[src/rtl/fu_mul_pipe_pkg.sv]
// Shared definitions for the pipelined multiply functional unit:
// product-mode encodings, default widths and operand-signedness helpers.
package fu_mul_pipe_pkg;

   typedef enum logic [1:0] {
      MODE_MUL    = 2'b00,
      MODE_MULH   = 2'b01,
      MODE_MULHSU = 2'b10,
      MODE_MULHU  = 2'b11
   } mul_mode_e;

   localparam int XLEN_DEF  = 32;
   localparam int TAG_W_DEF = 4;

   // rs1 is treated as signed for MULH and MULHSU; MUL does not care.
   function automatic logic a_is_signed(input mul_mode_e m);
      return (m == MODE_MULH) || (m == MODE_MULHSU);
   endfunction

   function automatic logic b_is_signed(input mul_mode_e m);
      return (m == MODE_MULH);
   endfunction

endpackage

[src/rtl/fu_result_fifo.sv]
// In-order result buffer shared by the functional units: push/pop/flush,
// combinational head view, valid flag and occupancy count.
module fu_result_fifo #(
   parameter int WIDTH = 36,
   parameter int DEPTH = 4,
   parameter int CW    = $clog2(DEPTH + 1)
) (
   input  logic             clk,
   input  logic             rst,
   input  logic             i_push,
   input  logic [WIDTH-1:0] i_din,
   input  logic             i_pop,
   input  logic             i_flush,
   output logic [WIDTH-1:0] o_dout,
   output logic             o_valid,
   output logic [CW-1:0]    o_count
);

   localparam int PW = (DEPTH > 1) ? $clog2(DEPTH) : 1;

   logic [WIDTH-1:0] r_mem [DEPTH];
   logic [PW-1:0]    r_wptr;
   logic [PW-1:0]    r_rptr;
   logic [CW-1:0]    r_count;

   logic w_empty;
   logic w_full;
   logic w_do_pop;
   logic w_do_push;

   // Pointers wrap explicitly so non-power-of-two depths stay correct.
   function automatic logic [PW-1:0] ptr_inc(input logic [PW-1:0] p);
      return (p == PW'(DEPTH - 1)) ? '0 : p + PW'(1);
   endfunction

   assign w_empty   = (r_count == '0);
   assign w_full    = (r_count == CW'(DEPTH));
   assign w_do_pop  = i_pop & ~w_empty;
   assign w_do_push = i_push & (~w_full | w_do_pop);

   always_ff @(posedge clk) begin
      if (w_do_push & ~i_flush) begin
         r_mem[r_wptr] <= i_din;
      end
   end

   always_ff @(posedge clk or posedge rst) begin
      if (rst) begin
         r_wptr  <= '0;
         r_rptr  <= '0;
         r_count <= '0;
      end else if (i_flush) begin
         r_wptr  <= '0;
         r_rptr  <= '0;
         r_count <= '0;
      end else begin
         if (w_do_push) begin
            r_wptr <= ptr_inc(r_wptr);
         end
         if (w_do_pop) begin
            r_rptr <= ptr_inc(r_rptr);
         end
         case ({w_do_push, w_do_pop})
            2'b10:   r_count <= r_count + CW'(1);
            2'b01:   r_count <= r_count - CW'(1);
            default: r_count <= r_count;
         endcase
      end
   end

   assign o_dout  = r_mem[r_rptr];
   assign o_valid = ~w_empty;
   assign o_count = r_count;

endmodule

[src/rtl/fu_mul_pipe.sv]
// Pipelined RV32M-style multiply unit: LAT-stage non-stalling pipe feeding a
// credit-limited in-order result buffer that drains on CDB grants.
module fu_mul_pipe
   import fu_mul_pipe_pkg::*;
#(
   parameter int XLEN   = XLEN_DEF,
   parameter int LAT    = 4,
   parameter int DEPTH  = 4,
   parameter int TAG_W  = TAG_W_DEF,
   parameter int NUM_FU = 9,
   parameter int IDX_W  = 4
) (
   input  logic              clk,
   input  logic              rst,
   input  logic              EN,
   output logic              ready,
   input  logic [1:0]        mode,
   input  logic [XLEN-1:0]   A,
   input  logic [XLEN-1:0]   B,
   input  logic [TAG_W-1:0]  tag,
   input  logic              flush,
   output logic [XLEN-1:0]   res,
   output logic [TAG_W-1:0]  res_tag,
   output logic              finish,
   input  logic [NUM_FU-1:0] CDB_result,
   input  logic [IDX_W-1:0]  index
);

   localparam int PW = 2 * XLEN;
   localparam int FW = XLEN + TAG_W;
   localparam int CW = $clog2(DEPTH + 1);
   localparam int IW = $clog2(DEPTH + LAT + 1);

   mul_mode_e w_mode;
   logic      w_acc;
   logic      w_pop;

   logic [PW-1:0] w_ea;
   logic [PW-1:0] w_eb;

   // Stage 0 holds the extended operands; the multiply sits between stage 0 and 1.
   logic [PW-1:0]    r_ea;
   logic [PW-1:0]    r_eb;
   mul_mode_e        r_mode;
   logic [LAT-1:0]   r_vld;
   logic [TAG_W-1:0] r_tag [LAT];

   logic [PW-1:0]    w_prod;
   logic [XLEN-1:0]  w_res0;
   logic [XLEN-1:0]  w_res_chain [LAT];

   logic             w_fifo_valid;
   logic [FW-1:0]    w_fifo_dout;
   logic [CW-1:0]    w_fifo_count;
   logic [IW-1:0]    w_inflight;

   assign w_mode = mul_mode_e'(mode);
   assign w_acc  = EN & ready & ~flush;
   assign w_pop  = finish & CDB_result[index];

   // Sign- or zero-extension to 2*XLEN keeps the low 2*XLEN product bits exact.
   assign w_ea = a_is_signed(w_mode) ? {{XLEN{A[XLEN-1]}}, A} : {{XLEN{1'b0}}, A};
   assign w_eb = b_is_signed(w_mode) ? {{XLEN{B[XLEN-1]}}, B} : {{XLEN{1'b0}}, B};

   always_ff @(posedge clk or posedge rst) begin
      if (rst) begin
         r_vld <= '0;
      end else if (flush) begin
         r_vld <= '0;
      end else begin
         r_vld[0] <= w_acc;
         for (int i = 1; i < LAT; i++) begin
            r_vld[i] <= r_vld[i-1];
         end
      end
   end

   always_ff @(posedge clk) begin
      if (w_acc) begin
         r_ea     <= w_ea;
         r_eb     <= w_eb;
         r_mode   <= w_mode;
         r_tag[0] <= tag;
      end
      for (int i = 1; i < LAT; i++) begin
         r_tag[i] <= r_tag[i-1];
      end
   end

   assign w_prod = r_ea * r_eb;
   assign w_res0 = (r_mode == MODE_MUL) ? w_prod[XLEN-1:0] : w_prod[PW-1:XLEN];
   assign w_res_chain[0] = w_res0;

   generate
      for (genvar gi = 1; gi < LAT; gi++) begin : g_stage
         logic [XLEN-1:0] r_res;
         always_ff @(posedge clk) begin
            r_res <= w_res_chain[gi-1];
         end
         assign w_res_chain[gi] = r_res;
      end
   endgenerate

   fu_result_fifo #(
      .WIDTH (FW),
      .DEPTH (DEPTH),
      .CW    (CW)
   ) u_fifo (
      .clk     (clk),
      .rst     (rst),
      .i_push  (r_vld[LAT-1]),
      .i_din   ({r_tag[LAT-1], w_res_chain[LAT-1]}),
      .i_pop   (w_pop),
      .i_flush (flush),
      .o_dout  (w_fifo_dout),
      .o_valid (w_fifo_valid),
      .o_count (w_fifo_count)
   );

   // Credits cover both the pipe and the buffer, so the buffer can never overflow.
   always_comb begin
      w_inflight = IW'(w_fifo_count);
      for (int i = 0; i < LAT; i++) begin
         w_inflight = w_inflight + IW'(r_vld[i]);
      end
   end

   assign ready   = (w_inflight < IW'(DEPTH));
   assign finish  = w_fifo_valid;
   assign res     = w_fifo_valid ? w_fifo_dout[XLEN-1:0] : '0;
   assign res_tag = w_fifo_valid ? w_fifo_dout[FW-1:XLEN] : '0;

endmodule

[config.mk]
export PLATFORM = sky130hd
export DESIGN_NAME = fu_mul_pipe
export DESIGN_NICKNAME = d
export VERILOG_FILES = /design/src/rtl/fu_mul_pipe_pkg.sv /design/src/rtl/fu_result_fifo.sv /design/src/rtl/fu_mul_pipe.sv
export SDC_FILE = /design/constraint.sdc
export NUM_CORES = 2
export LEC_CHECK = 0
export ABC_AREA = 1
export BUFFER_PORTS_ARGS = -buffer_cell sky130_fd_sc_hd__buf_2
export CELL_PAD_IN_SITES_DETAIL_PLACEMENT = 1
export CELL_PAD_IN_SITES_GLOBAL_PLACEMENT = 1
export CORE_ASPECT_RATIO = 0.9
export CORE_UTILIZATION = 50
export CTS_CLUSTER_DIAMETER = 100
export CTS_CLUSTER_SIZE = 10
export DETAILED_ROUTE_END_ITERATION = 8
export GPL_TIMING_DRIVEN = 0
export PLACE_DENSITY_LB_ADDON = 0.1
export SYNTH_ARGS = -nofsm -noshare
export SYNTH_HDL_FRONTEND = slang
export SYNTH_SLANG_ARGS = --single-unit
[constraint.sdc]
create_clock -name clk -period 10.2 [get_ports clk]
set_input_delay 0.51 -clock clk [delete_from_list [all_inputs] [get_ports clk]]
set_output_delay 0.51 -clock clk [all_outputs]
set_load 0.005 [all_outputs]
# [After elaboration in Yosys (flattened, before gate mapping)]
# Memory sizes are Yosys's and may differ from the RTL's.
# Cells that the tools add are included.
[totals] ff_bits=175 latch_bits=0 mem_bits_rw=160 romBits=0 inputBits=87 mem_count=2
[classes] n_addsub=8 n_mul=1 div=0 order_cmp=2 eq_ne=7 shift=0 mux=18 bitwise_logic=10 n_reduce_logical=6
[mem_list] memory="u_fifo.r_mem" words=4 word_bits=36 rd=1 rd_ports_with_merged_regs=0 wr=1 line="fu_result_fifo.sv:21" rtl="logic [WIDTH-1:0] r_mem [DEPTH];"
[mem_list] memory="r_tag" words=4 word_bits=4 rd=4 rd_ports_with_merged_regs=0 wr=4 line="fu_mul_pipe.sv:46" rtl="logic [TAG_W-1:0] r_tag [LAT];"
[op_table] op="33-bit by 33-bit multiplier with 64-bit output" n=1
[op_table] op="32-bit two-way mux" n=2
[op_table] op="4-bit by 1-bit adder with 4-bit output" n=3
[op_table] op="2-bit two-way mux" n=6
[op_table] op="2-bit equality test (second input constant)" n=4
[op_table] op="4-bit two-way mux" n=2
[op_table] op="1-bit bitwise AND" n=6
[op_table] op="3-bit case mux with 2 select lines" n=1
[op_table] op="4-bit by 5-bit less-than comparator with 1-bit output (second input constant)" n=1
[op_table] op="1-bit two-way mux" n=5
[op_table] op="2-bit by 1-bit adder with 2-bit output (second input constant)" n=2
[op_table] op="3-bit by 1-bit adder with 4-bit output" n=1
[op_table] op="1-bit binary-select mux with 4-bit select" n=1
[op_table] op="2-bit by 1-bit equality test with 1-bit output (second input constant)" n=2
[op_table] op="4-bit by 3-bit less-than comparator with 1-bit output (second input constant)" n=1
[op_table] op="2-bit nonzero test" n=2
[op_table] op="3-bit by 1-bit adder with 3-bit output (second input constant)" n=1
[op_table] op="3-bit equality test (second input constant)" n=1
[op_table] op="3-bit logical NOT" n=1
[op_table] op="3-bit two-way mux" n=1
[op_table] op="1-bit NOT" n=3
[op_table] op="3-bit nonzero test" n=1
[op_table] op="3-bit by 1-bit subtractor with 3-bit output (second input constant)" n=1
[op_table] op="2-bit logical NOT" n=1
[op_table] op="2 further kinds" n=2

# [Depth between registers and ports, before layout]
[depth] ltp_word=9 mapped_depth=36 depth_no_buf=34

# [Hierarchy]
# Synthesis repeated with hierarchy kept, for this count alone.
[unflattened] cells_unflattened=6094 hier_area_um2=51954.8
[by_module_without_submodules] mod="fu_mul_pipe" instances=1 cells_each=5679 area_per_inst_um2=46095.5 seq_area_each_um2=4424.2
[by_module_without_submodules] mod="fu_result_fifo" instances=1 cells_each=415 area_per_inst_um2=5859.4 seq_area_each_um2=4499.3

# [Worst setup path before layout]
# No wires, ideal clock.
[synth_path] path_type="reg2reg" start="register r_ea[32] (netlist name)" end="register g_stage[1].r_res[30]" t_arrival_ns=7.108 t_required_ns=10.084 path_slack_ns=2.976 path_stages_with_launch=30 path_buffers=1 path_cell_list="edfxtp_1 clkbuf_1 nand2_1 inv_1 fa_1 inv_1 fa_1 inv_1 fa_1 inv_1 fa_1 fa_1 inv_1 fa_1 inv_1 fa_1 fa_1 inv_1 ha_1 nand2_1 nor2_1 inv_1 nor2_1 inv_1 nor4_1 nand2_1 nand2_1 nand2_1 nand3_1 nand2_1"
[synth_via] elab_chain_cells=2
[synth_lines] element="33-bit by 33-bit multiplier with 64-bit output" line="fu_mul_pipe.sv:90" rtl="assign w_prod = r_ea * r_eb;"
[synth_lines] element="32-bit two-way mux" line="fu_mul_pipe.sv:91" rtl="assign w_res0 = (r_mode == MODE_MUL) ? w_prod[XLEN-1:0] : w_prod[PW-1:XLEN];"
[synth_lines] element="net w_res0[30]" line="fu_mul_pipe.sv:49" rtl="logic [XLEN-1:0] w_res0;"
[synth_lines] element="end signal: assignment" line="fu_mul_pipe.sv:98" rtl="r_res <= w_res_chain[gi-1];"
[synth_lines] element="end: declaration" line="fu_mul_pipe.sv:96" rtl="logic [XLEN-1:0] r_res;"
# The timed path passes the listed nets, and every way through them passes these cells.
# A chain may end at the register's enable or synchronous reset.

# [Final worst setup path]
[layout_path] start="register r_eb[1]" end="register g_stage[1].r_res[25]"
[layout_via] elab_chain_cells=2
[layout_lines] element="start: declaration" line="fu_mul_pipe.sv:43" rtl="logic [PW-1:0] r_eb;"
[layout_lines] element="start signal: assignment" line="fu_mul_pipe.sv:81" rtl="r_eb <= w_eb;"
[layout_lines] element="33-bit by 33-bit multiplier with 64-bit output" line="fu_mul_pipe.sv:90"
[layout_lines] element="32-bit two-way mux" line="fu_mul_pipe.sv:91"
[layout_lines] element="net w_res0[25]" line="fu_mul_pipe.sv:49"
# The timed path passes the listed nets, and every way through them passes these cells.

==> run metrics <==
# fillers=12.26k; worst endpoint required time=10,660 ps; Vias/cell=5.513; CP bufs+invs=8; Via Count=41.93k; post-CTS sizing=0; Die Width=340.6 microns; area of the multi-input gates=34,890 sq um; number of max-slew violations in the final report=22; Setup crit start kind=flip-flop; CTS Buf Count=42; Mapped Area=51,590 sq um; endpoints failing setup=0; top cells by area, synth=fa_1, inv_1, edfxtp_1; io pins=125; Buffers on Ports=123; worst-path fanout max=11; Detail Placement HPWL=170,600 microns; clock root buffer=clkbuf_16; setup TNS=0 ps; initial DRC count=4,088; Total GRT Usage=40.86%; first-pass GRT wire length=302,400 microns; fin crit share=96.49%; CTS Sinks=335; top-area cell type share of the netlist area=43.74%; largest net degree at the start of global routing=30; failing checks=capacitance limit, slew limit; top sig layer=met4; Yosys warning total=0; fraction of final layout cells sized beyond drive strength 1=3.764%; met3 wire length=21,970 microns; Syn Nets=7,469; fin nets=7,643; Routed Antenna Nets=0; worst-margin pin slew=1546 ps; global placement routability congestion=1.025; HP Class=input pin to flip-flop; unrepaired setup endpoints after global routing=false; Slew headroom=-3.088%; grt ovf=0; leading area contributor after synthesis=fa_1; Reg area=8924 sq um; Synth Register Bits=335; vias in the first global route=45.90k; status=finished, violations left; TritonCTS clock tree=done; Initial Utilization=50.54%; clock buffer depth=3; drt drc=0; Layout area overhead=7.293%; register area share after synthesis=17.30%; H-Tree Depth=2; routed wire length=206,900 microns; critical path's top delay family=adder cells; Setup CP Type=flip-flop to flip-flop; routed length per instance=27.20 microns; initial antenna violation count=8; Core Region=102,100 sq um; Worst-Skew Late Latency=650 ps; die height=306.7 microns; CP arrival=10,310 ps; Die ar.=104,500 sq um; Mapped Cells=6,035; Peak Freq=101.6 MHz; row cnt=111; R2R Setup Slk=360 ps; Synth cell types=43; met2 wire len=90,250 microns; Setup Fix Bufs, Post-CTS=0; Reg clk slew, reported paths=60 ps; Final Hold Viols=0; Clock Skews=44.82 ps; Mean Syn Cell Area=8.548 sq um; Min Clock Period, post-route=9842 ps; highest-delay cell along the critical path=fa_1; Pre-antenna DRT Iters=5; met1 WL=80,850 microns; Crit path top cell by count=fa_1; Worst setup EP type=flip-flop; Max-Cap Viols=2; Worst path max stage delay=1000 ps
[path summary, 6_finish.rpt]
check	cells past startpoint	to	startpoint
min reg2reg	0	g_stage[2].r_res[30]$_DFF_P_	g_stage[1].r_res[30]$_DFF_P_
min	1	r_eb[8]$_DFFE_PP_	B[8]
max	26	g_stage[1].r_res[25]$_DFF_P_	r_eb[1]$_DFFE_PP_
max reg2reg	26	g_stage[1].r_res[25]$_DFF_P_	r_eb[1]$_DFFE_PP_
max in group asynchronous	3	u_fifo.r_rptr[0]$_DFFE_PP0P_	rst
min in group asynchronous	3	u_fifo.r_wptr[0]$_DFFE_PP0P_	rst
[cells by family after synthesis]
kind of cell | Yosys count | synth area share, %
AO/OA/AOI/OAI | 306 | 3.136
XOR/XNOR | 23 | 0.3905
adder cells (fa/ha/maj) | 1347 | 49.07
buffers and inverters | 2080 | 15.15
flip-flops | 335 | 17.30
AND/OR/NAND/NOR | 1944 | 14.96
[cell usage in the layout, fill, tap and decap left out, drive strengths merged]
| master | count |
|---|---|
| a21boi | 1 |
| a21o | 4 |
| a21oi | 128 |
| a31oi | 5 |
| buf | 139 |
| clkbuf | 354 |
| clkinv | 5 |
| dfrtp | 11 |
| dfxtp | 108 |
| diode | 6 |
| dlygate4sd3 | 1 |
| edfxtp | 216 |
| fa | 1127 |
| ha | 220 |
| inv | 1789 |
| nand2 | 1450 |
| nand2b | 2 |
| nand3 | 118 |
| nand3b | 5 |
| nand4 | 19 |
| nor2 | 327 |
| nor3 | 9 |
| nor4 | 5 |
| o211ai | 2 |
| o21a | 3 |
| o21ai | 146 |
| o21bai | 17 |
| or2 | 9 |
| xnor2 | 9 |
| xor2 | 14 |
[routing by layer]
layer	up-vias	global-route usage (%)
li1	17410	-
met1	21710	54.11
met2	2217	62.39
met3	595	9.403
met4	0	22.37
met5	-	0
[per-stage QoR]
stage               std cells  cell area (sq um)  worst slack [ps]  hold slack (ps)  util (%)
finish                   7605              55350             358.2            35.01     54.22
CTS                      7599              55330             519.9            9.133     54.21
global route             7599              55330             84.35            21.91     54.21
global placement         7514              53900             489.2            309.6     52.80
detailed placement       7520              54060             576.8            313.5     52.96
floorplan                6035              51590              2976            309.6         -
[cells in the mapped netlist (all sizes together)]
cell type  count
inv         1783
o21a           3
ha           220
xor2          14
nand2       1450
dfrtp         11
xnor2          9
o21ai        146
o211ai         2
a21oi        128
nor4           5
edfxtp       216
nand3b         5
or2            9
dfxtp        108
a21boi         1
nor3           9
clkinv         3
buf           10
nor2         327
o21bai        17
a31oi          5
fa          1127
nand2b         2
nand4         19
clkbuf       284
nand3        118
a21o           4
[final cells by class]
class / count / area share (%)
multi-input cells: 3620 / 63.03
clock buffers: 70 / 2.089
flip-flops and latches: 335 / 16.12
repair buffers: 130 / 1.347
well taps: 1356 / 3.065
clock inverters: 8 / 0.1967
plain buffers: 294 / 2.005
inverters: 1786 / 12.11
diodes: 6 / 0.02713
[sequential cells by signal, indices dropped and copies added (netlist names), 3 cells and up]
| signal | count |
|---|---|
| g_stage.r_res | 96 |
| r_ea | 33 |
| r_eb | 33 |
| r_tag | 16 |
| r_vld | 4 |
| u_fifo.o_count | 3 |
| u_fifo.r_mem | 144 |
[what timing repair did]
action / 4_1_cts / 5_1_grt
endpoints found under the hold margin: 11 / 0
setup endpoints to repair: 0 / 0
hold buffers: 1 / 0
Power is left out: the tool's default activity adds up to more than one toggle a clock period on the data nets, which glitch-free logic cannot reach.
